### src/rtl/jtframe_sdram_rrarb_pkg.sv
// jtframe_sdram_rrarb_pkg: shared SDRAM arbiter state encodings, default watchdog limit and sizing helper
package jtframe_sdram_rrarb_pkg;
    typedef enum logic [1:0] {
        IDLE      = 2'd0,
        WAIT_ACK  = 2'd1,
        WAIT_DATA = 2'd2
    } arb_state_t;
    localparam int TOUT_DEF = 255;
    function automatic int wd_width(input int tout);
        return ($clog2(tout + 1) > 8) ? $clog2(tout + 1) : 8;
    endfunction
endpackage

### src/rtl/jtframe_sdram_rrarb_pick.sv
// jtframe_rr_pick: round-robin picker, first set request searching upward from last+1 (mod N)
module jtframe_rr_pick #(
    parameter int N  = 4,
    parameter int IW = $clog2(N)
) (
    input  logic [N-1:0]  req,
    input  logic [IW-1:0] last,
    output logic [N-1:0]  hit,
    output logic [IW-1:0] idx,
    output logic          any
);
    logic [IW-1:0] c;
    always_comb begin
        any = 1'b0;
        idx = '0;
        c   = '0;
        for (int k = 1; k <= N; k++) begin
            c = IW'((int'(last) + k) % N);
            if (!any && req[c]) begin
                any = 1'b1;
                idx = c;
            end
        end
    end
    assign hit = any ? (N'(1) << idx) : '0;
endmodule

### src/rtl/jtframe_sdram_rrarb.sv
// jtframe_sdram_rrarb: round-robin arbiter of N requesters onto one SDRAM controller port,
// with zero-gap back-to-back service and a watchdog that abandons stuck transactions.
module jtframe_sdram_rrarb
    import jtframe_sdram_rrarb_pkg::*;
#(
    parameter int SDRAMW = 22,
    parameter int N      = 4,
    parameter int TOUT   = TOUT_DEF
) (
    input  logic                clk,
    input  logic                rst,
    input  logic [N-1:0]        req,
    input  logic [N-1:0]        rnw,
    input  logic [N*SDRAMW-1:0] addr,
    input  logic [N*16-1:0]     din,
    input  logic [N*2-1:0]      wrmask,
    output logic [N-1:0]        sel,
    output logic                sdram_rd,
    output logic                sdram_wr,
    output logic [SDRAMW-1:0]   sdram_addr,
    output logic [15:0]         data_write,
    output logic [1:0]          sdram_wrmask,
    input  logic                sdram_ack,
    input  logic                data_rdy,
    output logic                busy,
    output logic                tout_err
);
    localparam int IW = $clog2(N);
    localparam int WW = wd_width(TOUT);

    arb_state_t        st;
    logic [IW-1:0]     last, idx;
    logic [N-1:0]      hit;
    logic              any, cplt, grant, expire;
    logic [WW-1:0]     wd;
    logic [SDRAMW-1:0] w_addr;
    logic [15:0]       w_din;
    logic [1:0]        w_mask;
    logic              w_rnw;

    jtframe_rr_pick #(.N(N), .IW(IW)) u_pick (
        .req  (req & ~sel),
        .last (last),
        .hit  (hit),
        .idx  (idx),
        .any  (any)
    );

    always_comb begin
        w_addr = '0;
        w_din  = '0;
        w_mask = 2'b11;
        w_rnw  = 1'b1;
        for (int i = 0; i < N; i++) begin
            if (idx == IW'(i)) begin
                w_addr = addr[i*SDRAMW +: SDRAMW];
                w_din  = din[i*16 +: 16];
                w_mask = wrmask[i*2 +: 2];
                w_rnw  = rnw[i];
            end
        end
    end

    // ack and data_rdy together in WAIT_ACK count as completion
    assign cplt   = data_rdy && (st == WAIT_DATA || (st == WAIT_ACK && sdram_ack));
    assign grant  = (st == IDLE || cplt) && any;
    assign expire = busy && wd == WW'(TOUT - 1);
    assign busy   = st != IDLE;

    always_ff @(posedge clk) begin
        if (rst) begin
            st           <= IDLE;
            sel          <= '0;
            sdram_rd     <= 1'b0;
            sdram_wr     <= 1'b0;
            sdram_addr   <= '0;
            data_write   <= '0;
            sdram_wrmask <= 2'b11;
            last         <= IW'(N - 1);
            wd           <= '0;
            tout_err     <= 1'b0;
        end else begin
            tout_err <= 1'b0;
            wd       <= grant ? '0 : busy ? wd + 1'b1 : wd;
            if (grant) begin
                st           <= WAIT_ACK;
                sel          <= hit;
                sdram_addr   <= w_addr;
                data_write   <= w_din;
                sdram_wrmask <= w_rnw ? 2'b11 : w_mask;
                sdram_rd     <= w_rnw;
                sdram_wr     <= ~w_rnw;
                last         <= idx;
            end else if (cplt || expire) begin
                st       <= IDLE;
                sel      <= '0;
                sdram_rd <= 1'b0;
                sdram_wr <= 1'b0;
                tout_err <= !cplt;
            end else if (st == WAIT_ACK && sdram_ack) begin
                st       <= WAIT_DATA;
                sdram_rd <= 1'b0;
                sdram_wr <= 1'b0;
            end
        end
    end
endmodule

### config.mk
export PLATFORM = sky130hd
export DESIGN_NAME = jtframe_sdram_rrarb
export DESIGN_NICKNAME = d
export VERILOG_FILES = /design/src/rtl/jtframe_sdram_rrarb_pkg.sv /design/src/rtl/jtframe_sdram_rrarb_pick.sv /design/src/rtl/jtframe_sdram_rrarb.sv
export SDC_FILE = /design/constraint.sdc
export NUM_CORES = 1
export LEC_CHECK = 0
export ABC_CLOCK_PERIOD_IN_PS = 5400
export CAP_MARGIN = 30
export CORE_UTILIZATION = 42
export DETAILED_ROUTE_END_ITERATION = 10
export PLACE_DENSITY_LB_ADDON = 0.2
export SLEW_MARGIN = 20
export SYNTH_ARGS = -nofsm -noshare
export SYNTH_HDL_FRONTEND = slang
export SYNTH_SLANG_ARGS = --single-unit
### constraint.sdc
create_clock -name clk -period 5.4 [get_ports clk]
set_input_delay 0.81 -clock clk [delete_from_list [all_inputs] [get_ports clk]]
set_output_delay 0.81 -clock clk [all_outputs]
set_load 0.01 [all_outputs]
==> results.ini <==
[cts]
cts-root-buf=clkbuf_8
numCtsBuffers=9
cts_tree=built
clk_pin_slew_ps=80
cts_resized=0
post-cts-setup-buffer-count=0
cts_hold_buf=0
cts-htree-levels=3
cts_buffer_depth=2
clkSinkCount=59
clkLatencyLatePin_ps=350

[drt]
ant_nets=0
drt_iter0_markers=250
routedWlPerCell_um=16.9
via_per_inst=5.70
wirelength_um=13700
dr.pass1.iters=5
vias=4626
post-route-drc-count=0

[synthesis]
syn_inst=513
syn_avg_cell_area_um2=7.35
synth_top_area_cell=dfxtp_1
synth_nets=687
synth_top_area_share=0.313
ys_warn_count=0
syn_area_um2=3770
yosysSeqAreaShare=0.313
synthTopCellsByArea=dfxtp_1 (31%), a211oi_1 (15%), nand2_1 (12%)
synth-seq-cells=59
synth_cell_types=39

[layout]
synthToLayoutAreaGrowth_pct=63.8
fin_nets=873
multi_input_area_um2=2230
regArea_um2=1180
num_antenna_cells=0
drive_gt1_frac=0.0497
fillers=696

[die]
die_h_um=96.7
core-area_um2=8720
die_x_um=96.7
rows=34
initial_core_util=0.432
io_pins=220
die-area_um2=9360

[timing]
grt_setup_unrepaired=false
max_freq_ghz=0.279
drv_slew=0
hold_violations=0
finalSetupViolCount=0
relSlewSlack=0.468
skew_ps=12.8
worstMarginPinSlew_ps=799
setup_ws_ps=1810
fin_crit_sh=0.665
finalSetupTns_ps=0
period_minus_slack_ps=3590

[critical_path]
crit_chain=clkdlybuf4s50_1 -> nor2b_1 -> o22ai_4 -> a21o_2 -> buf_4 -> a211oi_1 -> a311o_1 -> a21oi_1
path_delay_family=compound AO/OA/AOI/OAI gates
crit_arrival_ps=3870
criticalPathCategory=in2reg
cp-end-kind=flop
cpMaxStageDelayCell=a21o_2
crit_required_ps=5680
critPathMaxStageDelay_ps=740
cp_num_buf_inv=2
start_kind=primary input
cp_max_fo=44

[global_route]
grt_pass1_wl_um=21600
grt_remaining_overflow=0
grt_max_degree=76
grt_use_total=0.282
grt_pass1_vias=4455
grt_use_met3=0.0658
grt_util_met2=0.476
grtUsageMet1=0.348
gr-max-usage-layer=met2
antenna_found_initial=0

[place]
gp_congestion=0.900
io_buffer_count=219
dp_slack_ps=1450
hpwl_um=9680

[flow_run]
drv_cap=0

[run_status]
outcome=complete, no violations

[pwr]
cellPowerDensity_nw_per_um2=310
p_leak_uw=0.00231
peakVddDrop_mv=0.178

[hold_path]
hold_class=reg2reg

-- worst paths after layout --
check                 startpoint        endpoint  slack, ps  cells past startpoint
setup / recovery          req[1]  data_write[10]       1810                      8
hold / removal    data_write[12]  data_write[12]        460                      2
setup reg to reg          sel[1]  data_write[10]       2320                      7
hold reg to reg   data_write[12]  data_write[12]        460                      2
-- cells in the mapped netlist, drive strengths merged --
master / n
nand3b: 2
nand2b: 3
a21oi: 45
and2: 1
a211o: 2
nand4: 4
nand2: 123
xor2: 4
clkbuf: 26
or2: 1
o22ai: 1
nor2: 20
nand3: 1
nor4b: 2
buf: 27
o31ai: 2
a22o: 3
a21o: 1
and4bb: 1
a311o: 38
a311oi: 1
a32oi: 6
o2bb2ai: 1
nor2b: 7
nor3b: 1
dfxtp: 59
a31oi: 1
a211oi: 77
inv: 41
ha: 2
o21ai: 1
a32o: 1
xnor2: 3
a21boi: 1
mux2i: 3
o221ai: 1
-- final cells by class --
type	instances	area share
repair buffers	228	0.370
well taps	108	0.0219
flip-flops and latches	59	0.191
multi-input cells	360	0.362
clock buffers	9	0.0201
clock inverters	7	0.00952
inverters	41	0.0249
-- kinds of logic (layout without fill, tap and decap cells) --
family | Yosys count | in the layout | share of synthesized area
buffers and inverters | 94 | 285 | 0.106
AOI/OAI and AO/OA | 182 | 182 | 0.366
DFF | 59 | 59 | 0.313
and+or+nand+nor | 166 | 166 | 0.184
adders and majority gates | 2 | 2 | 0.00664
muxes | 3 | 3 | 0.00797
xor gates and xnor gates | 7 | 7 | 0.0163
-- through the flow --
step / area, um2 / power [uW] / util / hold WS, ps / cells
3_3_place_gp: 5960 / 1490 / 0.684 / 441 / 795
6_report: 6170 / 1910 / 0.708 / 455 / 812
3_5_place_dp: 5990 / 1530 / 0.687 / 446 / 796
5_1_grt: 6170 / 2020 / 0.708 / 476 / 812
2_1_floorplan: 3770 / 1130 / - / 448 / 513
4_1_cts: 6170 / 1910 / 0.708 / 456 / 812
-- worst min-delay path: cells and delay by family (launching register included) --
| kind | cells | cell delay, ps |
|---|---|---|
| compound gates | 1 | 50 |
| simple gates | 1 | 50 |
| flops | 1 | 310 |
-- routing by layer --
| metal | up-vias | part of all wire |
|---|---|---|
| li1 | 2219 | - |
| met1 | 2148 | 0.41 |
| met2 | 228 | 0.48 |
| met3 | 31 | 0.083 |
| met4 | 0 | 0.027 |
| met5 | - | 0 |
-- flip-flops by register name, summed over array words and instances, names as in the netlist --
| register | flops |
|---|---|
| data_write | 16 |
| last | 2 |
| sdram_addr | 22 |
| sdram_rd | 1 |
| sdram_wr | 1 |
| sdram_wrmask | 2 |
| sel | 4 |
| st | 2 |
| tout_err | 1 |
| wd | 8 |
-- cell usage in the layout (no fill, tap or decap), types with 3 or more instances in the layout --
cell | Yosys | layout
nor2_1 | 20 | 20
xor2_1 | 4 | 4
dfxtp_1 | 59 | 59
clkdlybuf4s50_1 | 0 | 218
nand2_1 | 123 | 122
mux2i_1 | 3 | 3
a32oi_1 | 6 | 6
a311o_1 | 38 | 38
nand4_1 | 4 | 4
a211oi_1 | 77 | 77
nand2b_1 | 3 | 3
nor2b_1 | 7 | 7
a21oi_1 | 44 | 44
inv_6 | 0 | 3
xnor2_1 | 3 | 3
buf_4 | 2 | 7
a22o_1 | 3 | 3
inv_1 | 41 | 41
clkbuf_8 | 0 | 9
-- power by group --
group / internal (uW) / switching [uW] / total (uW)
logic: 478 / 475 / 954
clock network: 174 / 213 / 387
registers: 517 / 53.9 / 571
Power figures use the tool's default switching activity.
